$ cat config.mk
export PLATFORM = sky130hd
export DESIGN_NAME = display7seg_mux
export DESIGN_NICKNAME = d
export VERILOG_FILES = /design/src/rtl/seg7_pkg.sv /design/src/rtl/seg7_decode.sv /design/src/rtl/display7seg_mux.sv
export SDC_FILE = /design/constraint.sdc
export NUM_CORES = 1
export LEC_CHECK = 0
export BUFFER_PORTS_ARGS = -buffer_cell sky130_fd_sc_hd__buf_2
export CAP_MARGIN = 20
export CORE_AREA = 5 5 104 106
export CTS_CLUSTER_DIAMETER = 100
export DETAILED_ROUTE_END_ITERATION = 8
export DIE_AREA = 0 0 109 111
export SYNTH_ARGS = -nofsm -noshare
export SYNTH_HDL_FRONTEND = slang
export SYNTH_SLANG_ARGS = --single-unit
$ cat constraint.sdc
create_clock -name clk -period 3.4 [get_ports clk]
set_input_delay 0.17 -clock clk [delete_from_list [all_inputs] [get_ports clk]]
set_output_delay 0.17 -clock clk [all_outputs]
set_load 0.01 [all_outputs]
$ cat src/rtl/seg7_pkg.sv
// ---------------------------------------------------------------------------
// seg7_pkg
// Shared constants for the seven-segment display path.
//   NIB_W    : width of one hex digit
//   GLYPH_W  : width of a logical abcdefg pattern
//   SEG_W    : width of the full segment bus {dp, a..g}
//   SEG_DP   : bit index of the decimal point within the segment bus
//   GLYPHS   : 16-entry logical (active-high) abcdefg table, bit 6 = a
// ---------------------------------------------------------------------------
package seg7_pkg;

    localparam int unsigned NIB_W   = 4;
    localparam int unsigned GLYPH_W = 7;
    localparam int unsigned SEG_W   = 8;
    localparam int unsigned SEG_DP  = 7;

    // Hex glyphs, logical abcdefg; b and d are the lowercase shapes.
    localparam logic [GLYPH_W-1:0] GLYPHS [16] = '{
        7'b1111110,  // 0
        7'b0110000,  // 1
        7'b1101101,  // 2
        7'b1111001,  // 3
        7'b0110011,  // 4
        7'b1011011,  // 5
        7'b1011111,  // 6
        7'b1110000,  // 7
        7'b1111111,  // 8
        7'b1111011,  // 9
        7'b1110111,  // A
        7'b0011111,  // b
        7'b1001110,  // C
        7'b0111101,  // d
        7'b1001111,  // E
        7'b1000111   // F
    };

endpackage : seg7_pkg

$ cat src/rtl/seg7_decode.sv
// ---------------------------------------------------------------------------
// seg7_decode
// Combinational hex nibble to logical seven-segment pattern.
//   i_nib     : hex digit value 0..F
//   o_glyph_c : logical abcdefg pattern (1 = segment lit), bit 6 = a
// ---------------------------------------------------------------------------
module seg7_decode
    import seg7_pkg::*;
(
    input  logic [NIB_W-1:0]   i_nib,
    output logic [GLYPH_W-1:0] o_glyph_c
);

    // Table lookup; every nibble value has an entry so no default is needed.
    always_comb begin
        o_glyph_c = GLYPHS[i_nib];
    end

endmodule : seg7_decode

$ cat src/rtl/display7seg_mux.sv
// ---------------------------------------------------------------------------
// display7seg_mux
// Time-multiplexed N-digit seven-segment driver with per-digit decimal point,
// double-buffered data, leading-zero blanking and selectable polarity.
//   clk        : system clock
//   rst        : asynchronous active-high reset
//   data_in    : hex nibbles, digit k = data_in[4k+3:4k], digit 0 rightmost
//   dp_in      : decimal point per digit
//   load       : capture data_in/dp_in into the shadow register
//   lzb_en     : leading-zero blanking enable
//   blank      : force every digit dark
//   seg        : {dp,a,b,c,d,e,f,g}, registered, physical polarity
//   an         : digit enables, one-hot when active, registered
//   frame_done : one-cycle pulse when the shadow is committed to the display
// ---------------------------------------------------------------------------
module display7seg_mux
    import seg7_pkg::*;
#(
    parameter int unsigned NUM_DIGITS = 4,
    parameter int unsigned SCAN_DIV   = 50000,
    parameter bit          ACTIVE_LOW = 1'b1
) (
    input  logic                        clk,
    input  logic                        rst,
    input  logic [NIB_W*NUM_DIGITS-1:0] data_in,
    input  logic [NUM_DIGITS-1:0]       dp_in,
    input  logic                        load,
    input  logic                        lzb_en,
    input  logic                        blank,
    output logic [SEG_W-1:0]            seg,
    output logic [NUM_DIGITS-1:0]       an,
    output logic                        frame_done
);

    localparam int unsigned PRE_W    = (SCAN_DIV > 1) ? $clog2(SCAN_DIV) : 1;
    localparam int unsigned IDX_W    = (NUM_DIGITS > 1) ? $clog2(NUM_DIGITS) : 1;
    localparam int unsigned LAST_IDX = NUM_DIGITS - 1;

    // Inactive levels for the physical pins.
    localparam logic [SEG_W-1:0]      SEG_OFF = ACTIVE_LOW ? {SEG_W{1'b1}} : {SEG_W{1'b0}};
    localparam logic [NUM_DIGITS-1:0] AN_OFF  = ACTIVE_LOW ? {NUM_DIGITS{1'b1}} : {NUM_DIGITS{1'b0}};

    // Elaboration-time parameter sanity.
    if (NUM_DIGITS < 1 || NUM_DIGITS > 16) begin : g_bad_num_digits
        $error("display7seg_mux: NUM_DIGITS must be 1..16");
    end
    if (SCAN_DIV < 2) begin : g_bad_scan_div
        $error("display7seg_mux: SCAN_DIV must be >= 2");
    end

    // Scan timing
    logic [PRE_W-1:0] r_pre;
    logic [IDX_W-1:0] r_idx;
    logic             w_tick;
    logic             w_commit;

    // Shadow (written by load) and display (committed at frame boundary)
    logic [NUM_DIGITS-1:0][NIB_W-1:0] r_shadow_data;
    logic [NUM_DIGITS-1:0]            r_shadow_dp;
    logic [NUM_DIGITS-1:0][NIB_W-1:0] r_disp_data;
    logic [NUM_DIGITS-1:0]            r_disp_dp;

    // Selected-digit datapath
    logic [NIB_W-1:0]      w_nib;
    logic                  w_dp_sel;
    logic [GLYPH_W-1:0]    w_glyph;
    logic [NUM_DIGITS-1:0] w_dark;
    logic                  w_lit;
    logic [SEG_W-1:0]      w_seg_log;
    logic [NUM_DIGITS-1:0] w_an_log;
    logic [SEG_W-1:0]      w_seg_phys;
    logic [NUM_DIGITS-1:0] w_an_phys;

    // Output registers
    logic [SEG_W-1:0]      r_seg;
    logic [NUM_DIGITS-1:0] r_an;
    logic                  r_frame_done;

    assign w_tick   = (r_pre == PRE_W'(SCAN_DIV - 1));
    // A frame ends on the tick that wraps the last digit back to digit 0.
    assign w_commit = w_tick && (r_idx == IDX_W'(LAST_IDX));

    // Prescaler, digit index and frame pulse.
    always_ff @(posedge clk or posedge rst) begin
        if (rst) begin
            r_pre        <= '0;
            r_idx        <= '0;
            r_frame_done <= 1'b0;
        end else begin
            r_frame_done <= w_commit;
            if (w_tick) begin
                r_pre <= '0;
                if (r_idx == IDX_W'(LAST_IDX)) begin
                    r_idx <= '0;
                end else begin
                    r_idx <= r_idx + IDX_W'(1);
                end
            end else begin
                r_pre <= r_pre + PRE_W'(1);
            end
        end
    end

    // Shadow register: last load before a commit wins.
    always_ff @(posedge clk or posedge rst) begin
        if (rst) begin
            r_shadow_data <= '0;
            r_shadow_dp   <= '0;
        end else if (load) begin
            r_shadow_data <= data_in;
            r_shadow_dp   <= dp_in;
        end
    end

    // Display register: a load coinciding with the commit lands in the shadow
    // on the same edge, so it is picked up only at the following boundary.
    always_ff @(posedge clk or posedge rst) begin
        if (rst) begin
            r_disp_data <= '0;
            r_disp_dp   <= '0;
        end else if (w_commit) begin
            r_disp_data <= r_shadow_data;
            r_disp_dp   <= r_shadow_dp;
        end
    end

    // Leading-zero blanking, walked from the most significant digit down so a
    // digit is dark only while every digit above it is dark as well.
    always_comb begin
        logic w_above_dark;
        w_dark       = '0;
        w_above_dark = 1'b1;
        for (int k = int'(LAST_IDX); k >= 1; k--) begin
            w_dark[k]    = w_above_dark && lzb_en &&
                           (r_disp_data[k] == NIB_W'(0)) && !r_disp_dp[k];
            w_above_dark = w_dark[k];
        end
    end

    assign w_nib    = r_disp_data[r_idx];
    assign w_dp_sel = r_disp_dp[r_idx];

    seg7_decode u_decode (
        .i_nib     (w_nib),
        .o_glyph_c (w_glyph)
    );

    // Logical (active-high) segment and anode values for the current slot.
    always_comb begin
        w_lit     = !blank && !w_dark[r_idx];
        w_seg_log = '0;
        w_an_log  = '0;
        if (w_lit) begin
            w_seg_log[SEG_DP]      = w_dp_sel;
            w_seg_log[SEG_DP-1:0]  = w_glyph;
            w_an_log               = NUM_DIGITS'(1) << r_idx;
        end
    end

    assign w_seg_phys = ACTIVE_LOW ? ~w_seg_log : w_seg_log;
    assign w_an_phys  = ACTIVE_LOW ? ~w_an_log  : w_an_log;

    // seg and an share one register stage so they always switch together.
    always_ff @(posedge clk or posedge rst) begin
        if (rst) begin
            r_seg <= SEG_OFF;
            r_an  <= AN_OFF;
        end else begin
            r_seg <= w_seg_phys;
            r_an  <= w_an_phys;
        end
    end

    assign seg        = r_seg;
    assign an         = r_an;
    assign frame_done = r_frame_done;

endmodule : display7seg_mux
==> out/metrics.cfg, run 1 <==
[status]
status=finished clean

[worst_hold_path]
holdCritStartpoint=dp_in[3]
worstHoldPathType=input port to register

[setup_path]
r2r_start=r_idx[0]$_DFFE_PP0N_
required_ns=3.62
worstPathArrival_ns=2.67
path_max_fanout=12
critical_path.startpoint=r_idx[0]$_DFFE_PP0N_
endpoint_kind=register
cp-start-kind=register
crit_type=register to register

[grt]
antenna_found_initial=0
gr-total-overflow=0
grtUsageTotal_pct=11.2
grt_first_pass_wirelength_um=10600
grt_pass1_vias=2124
grt_max_degree=27

[sta]
max_slew.worst_pin.slew_ns=1.01
final-hold-violation-count=0
min_period_ns=2.46
fin_skew_ns=0.00719
fin_ws_ns=0.941
drv_slew=0
fin_crit_sh_pct=72.3
fmax_mhz=407
rsz0062_at_grt=false
slew_headroom_pct=32.6
final.setup.tns_ns=0
setup_viol=0

[placement]
place_area_um2=3660
post-dp-hpwl_um=4490
preCtsSetupSlack_ns=0.961
place.gp.congestion=0.785
io_buffer_count=37
placed_cells=423

[floorplanning]
io_pins=38
core_um2=9680
die_h_um=111
die_x_um=109
initial_core_util_pct=34.5
rows=36
die_area_um2=12100

[detailed_routing]
drtIter0Drc=86
vias=2099
drc=0
avgViaCountPerCell=4.77
routedWlPerCell_um=14.1
ant_nets=0
firstDrtPassIters=4
wl_um=6210

[clock_network]
cts_tree=done
cts.clk_slew.worst_paths_ns=0.07
cts_resized=0
cts_setup_buffers=0
clock_latency_ns=0.35
h-tree-depth=3
cts_root_buf=clkbuf_8
cts_made_buffers=9
clock_sinks=71
clock_path_buffers=2

[synth]
synth_edf_count=0
ys_seq_area_share_pct=53.7
synth.net_count=295
ys_ff_latch=71
yosys_most_used_dff=dfrtp_1
ys_types=40
synth_top_area_share_pct=44.2
synth_area_um2=3340
yosys_warnings=0
syn_avg_cell_area_um2=12.8
postSynth.asyncResetShare_pct=100
ys_top_cells_by_area=dfrtp_1 (44%), dfstp_2 (9.4%), mux2_4 (9.0%)
synth_area_leader_cell=dfrtp_1
syn_inst=260

[cells_and_area]
final_area_um2=3870
areaGrowthSynthToFinish_pct=15.9
nNetsFinal=337
seq_area_um2=1790
antennaDiodeCount=0
final_cell_mix=dfrtp_1 (59), buf_2 (37), nand2_1 (23), mux2_2 (21), mux2_4 (20)
fillers=969
multi_input_area_um2=1460
layout_commonest_cell=dfrtp_1
layout-drive-gt1-share_pct=38.4
fin_cells=440

[job]
cap_violations=0

[power_and_ir_drop]
powerDensity_nw_per_um2=420
ir_drop_uv=184
power_leakage_nw=1.79

[final timing paths]
kind                                              endpoint  slack (ns)  cells past startpoint
worst max-delay path                      seg[6]$_DFF_PP1_        0.94                      6
worst min-delay path            r_shadow_dp[3]$_DFFE_PP0P_        0.05                      2
worst max register to register            seg[6]$_DFF_PP1_        0.94                      6
worst min register to register          r_pre[0]$_DFF_PP0_        0.45                      1
max in group asynchronous                 seg[6]$_DFF_PP1_        2.24                      4
min in group asynchronous       r_shadow_dp[0]$_DFFE_PP0P_        0.39                      3
[report_power, final]
part	total, W	leakage [nW]	switching, W	internal (W)
clock	0.000660	0.0992	0.000321	0.000339
sequential	0.000889	0.891	0.0000134	0.000876
combinational	0.0000758	0.800	0.0000376	0.0000382
[repair_timing]
action,in CTS,in global routing
endpoints found under the hold margin,21,0
hold buffers,1,0
setup endpoints to repair,0,0
[through the flow]
stage          total power (W)  hold WS [ns]  utilization [%]
5_1_grt                0.00170        0.0309             39.9
4_1_cts                0.00166        0.0224             39.9
3_3_place_gp          0.000981         0.229             37.8
2_1_floorplan         0.000949         0.301                -
3_5_place_dp          0.000985         0.239             37.8
6_report               0.00162        0.0500             39.9
[sequential cells by signal, indices dropped and copies added (netlist names)]
signal and count:
seg 8, r_disp_dp 4, r_idx 2, r_shadow_data 16
r_disp_data 16, an 4, r_shadow_dp 4, r_pre 16
frame_done 1
[critical path, cell delays in order (launching register included)]
cell and delay [ns]:
dfrtp_1 0.65, mux4_2 0.63, ha_1 0.30, nor4b_1 0.33, nor3_1 0.08, a22oi_1 0.20, o21ai_0 0.13
[synth_stat cells (all sizes together), types with 4 or more instances]
cell type	number
clkbuf	7
nor3	5
mux4	4
mux2	41
dfstp	12
o21ai	9
dfrtp	59
nor4b	5
ha	10
nand2	24
inv	6
xor2	8
nor2	17
buf	4
and2	4
nand3	6
xnor2	8
[final cells by class]
cell class | instances | share of cell area, %
inverters | 6 | 0.582
flip-flops and latches | 71 | 46.3
well taps | 133 | 4.30
clock inverters | 7 | 1.91
multi-input cells | 172 | 37.9
clock buffers | 9 | 3.20
repair buffers | 42 | 5.82
[cells by family after synthesis]
family	share of synthesized area, %
AO/OA/AOI/OAI	4.35
buffers and inverters	2.44
flip-flops	53.7
XOR/XNOR	4.20
AND/OR/NAND/NOR	11.9
multiplexers	19.7
adder cells (fa/ha/maj)	3.75
[layer usage]
layer,GRT usage (%),wire length (µm)
met2,15.3,2820
met1,15.8,2950
met4,6.31,123
met3,3.09,321
met5,0,0
No activity file was read; power rests on OpenSTA's default activity.
==> inputs of run 2 (changes only) <==
ABC_AREA = 1   (was not set)
CORE_AREA = 5 5 108 110   (was 5 5 104 106)
DIE_AREA = 0 0 113 115   (was 0 0 109 111)
clock period = 2.3 ns   (was 3.4 ns; I/O delays follow)
==> out/metrics.cfg, run 2 <==
[status]
status=finished clean

[setup_path]
cp-start-kind=register
crit_type=register to register
r2r_start=r_idx[1]$_DFFE_PP0N_
required_ns=2.58  ; -1.04 ns
path_max_fanout=13  ; +1
endpoint_kind=register
critical_path.startpoint=r_idx[1]$_DFFE_PP0N_
worstPathArrival_ns=2.24  ; -0.43 ns

[cells_and_area]
reg.largest.list=r_disp_data (16), r_pre (16), r_shadow_data (16)
layout_commonest_cell=nand2_1
final_area_um2=4360  ; +13%
antennaDiodeCount=0  ; unchanged
final_core_util_pct=41.1  ; +1.2 points
layout-drive-gt1-share_pct=27.1  ; -11 points
nNetsFinal=517  ; +53%
fillers=1071  ; +11%
final_cell_mix=nand2_1 (100), dfrtp_1 (59), inv_1 (50), buf_2 (37)
areaGrowthSynthToFinish_pct=19.8

[clock_network]
cts_tree=done
clock_latency_ns=0.34  ; about the same
cts_resized=0  ; unchanged
cts_made_buffers=9  ; unchanged
cts.clk_slew.worst_paths_ns=0.07  ; about the same
clock_sinks=71  ; unchanged
clock_path_buffers=2  ; unchanged
cts_setup_buffers=0  ; unchanged
cts_root_buf=clkbuf_8
h-tree-depth=3  ; unchanged

[synth]
yosys_warnings=0  ; unchanged
synth.net_count=458  ; +55%
ys_seq_area_share_pct=49.2  ; -4.5 points
postSynth.asyncResetShare_pct=100  ; unchanged
synth_most_common_cell=nand2_1
yosys_most_used_dff=dfrtp_1
synth_edf_count=0  ; unchanged
ys_ff_latch=71  ; unchanged
synth_top_area_share_pct=40.5  ; -3.7 points
synthTopCellsByCount=nand2_1 (100), dfrtp_1 (59), inv_1 (51)
syn_avg_cell_area_um2=8.61  ; -33%
ys_types=34  ; -15%
ys_top_cells_by_area=dfrtp_1 (41%), nand2_1 (10%), dfstp_2 (8.7%)
synth_area_um2=3640  ; +9.1%
synth_area_leader_cell=dfrtp_1
syn_inst=423  ; +63%

[floorplanning]
initial_core_util_pct=34.3  ; -0.12 points
rows=38  ; +5.6%
io_pins=38  ; unchanged
die_h_um=115  ; +3.6%
die_x_um=113  ; +3.7%
die_area_um2=13000  ; +7.4%
core_um2=10600  ; +9.5%

[placement]
place.gp.congestion=0.897  ; +14%
io_buffer_count=37  ; unchanged
post-dp-hpwl_um=5080  ; +13%
place_area_um2=3930  ; +7.4%

[power_and_ir_drop]
ir_drop_uv=323  ; +76%
p_sw_share_pct=22.0  ; -0.92 points
power.switching_w=0.000561  ; +51%
clkPwrFrac_pct=43.4  ; +2.8 points
pwr-share-comb_pct=5.8  ; +1.1 points
seq_power_share_pct=50.9  ; -3.8 points
power_leakage_nw=2.15  ; +20%
powerDensity_nw_per_um2=585  ; +39%
internal-power_w=0.00199  ; +59%

[sta]
slew_headroom_pct=59.8  ; +27 points
min_period_ns=1.96  ; -0.503 ns
fin_crit_sh_pct=85.0  ; +13 points
final.setup.tns_ns=0  ; unchanged
final-hold-violation-count=0  ; unchanged
fmax_mhz=511  ; +26%
setup_viol=0  ; unchanged
rsz0062_at_grt=false
fin_skew_ns=0.00889  ; +0.00170 ns
drv_slew=0  ; unchanged
max_slew.worst_pin.slew_ns=0.604  ; -0.402 ns

[detailed_routing]
routedWlPerCell_um=11.3  ; -20%
drc=0  ; unchanged
wl_um=7100  ; +14%
vias=2772  ; +32%
ant_nets=0  ; unchanged
firstDrtPassIters=4  ; unchanged
drtIter0Drc=136  ; +58%
avgViaCountPerCell=4.42  ; -7.3%

[grt]
grt_pass1_vias=2660  ; +25%
grt_max_degree=72  ; +170%
gr-total-overflow=0  ; unchanged
grt_first_pass_wirelength_um=12400  ; +17%
antenna_found_initial=0  ; unchanged
grtUsageTotal_pct=11.8  ; +0.54 points

[worst_hold_path]
worstHoldPathType=input port to register
holdCritStartpoint=blank

[job]
cap_violations=0  ; unchanged

-- run 2: cell count changes in the layout (fill, tap and decap cells not counted), sizes merged, moves of 4 or more --
cell / previous run / this run
nand2: 24 / 127
inv: 6 / 58
o21ai: 9 / 51
mux2: 41 / 0
nand3: 6 / 35
dlygate4sd3: 1 / 21
nor2: 17 / 37
xnor2: 8 / 0
nor4b: 5 / 0
and2: 4 / 0
mux4: 4 / 0
xor2: 8 / 4
-- run 2: cell type report --
type                            count  area [µm²]  area share, %
Inverter                           60         226           5.19
Clock buffer                       11         141           3.24
Timing Repair Buffer               61         430           9.87
Multi-Input combinational cell    279        1520           34.8
Tap cell                          140         175           4.01
Sequential cell                    71        1790           41.1
Clock inverter                      5        81.3           1.86
-- run 2: logic make-up after synthesis --
group | after synthesis | share of synthesized area (%)
XOR/XNOR | 4 | 0.962
flip-flops | 71 | 49.2
adder cells (fa/ha/maj) | 10 | 3.44
buffers and inverters | 73 | 9.14
AND/OR/NAND/NOR | 209 | 27.2
AO/OA/AOI/OAI | 56 | 10.1
-- run 2: worst max-delay path, stage by stage, from the launching register on --
cell and delay [ns]:
dfrtp_1 0.57, clkinv_1 0.35, nand3_1 0.18, nand2_1 0.14
inv_1 0.14, ha_1 0.22, inv_1 0.08, nand2_1 0.07
nand3_1 0.06, nand3_1 0.09
-- run 2: per-layer routing --
| layer | vias to the layer above | global-route usage (%) | wire length, µm |
|---|---|---|---|
| met2 | 67 | 18.1 | 3150 |
| met1 | 1252 | 16.2 | 3500 |
| met4 | 0 | 5.29 | 142 |
| li1 | 1442 | - | - |
| met5 | - | 0 | 0 |
| met3 | 11 | 2.26 | 310 |
-- run 2: final timing paths --
check                                     end  slack [ns]  cells after the start
max                          seg[6]$_DFF_PP1_        0.34                      9
min                           an[2]$_DFF_PP1_        0.17                      5
min in group asynchronous  r_pre[9]$_DFF_PP0_        0.40                      4
max in group asynchronous    seg[0]$_DFF_PP1_        1.56                      4
min reg2reg                r_pre[0]$_DFF_PP0_        0.46                      1
max reg2reg                  seg[6]$_DFF_PP1_        0.34                      9
-- run 2: per-stage QoR --
stage	instances	power (W)	hold WS, ns	worst slack (ns)
after floorplan	423	0.00140	0.232	0.408
after global placement	590	0.00145	0.223	0.461
after detailed placement	590	0.00145	0.227	0.377
after CTS	627	0.00260	0.170	0.369
after global routing	627	0.00267	0.202	0.168
final	627	0.00255	0.167	0.345
-- run 2: timing repair --
| item | in CTS | in global routing |
|---|---|---|
| endpoints found under the setup margin | 0 | 0 |
| hold buffers | 21 | 0 |
| hold endpoints to repair | 79 | 0 |
-- run 2: power by group through the flow --
stage	Sequential [W]	Clock [W]	Combinational [W]
after floorplan	0.00132	0	0.0000728
after global placement	0.00132	0	0.000124
after detailed placement	0.00132	0	0.000126
after CTS	0.00130	0.00114	0.000153
after global routing	0.00130	0.00120	0.000173
final	0.00130	0.00111	0.000148
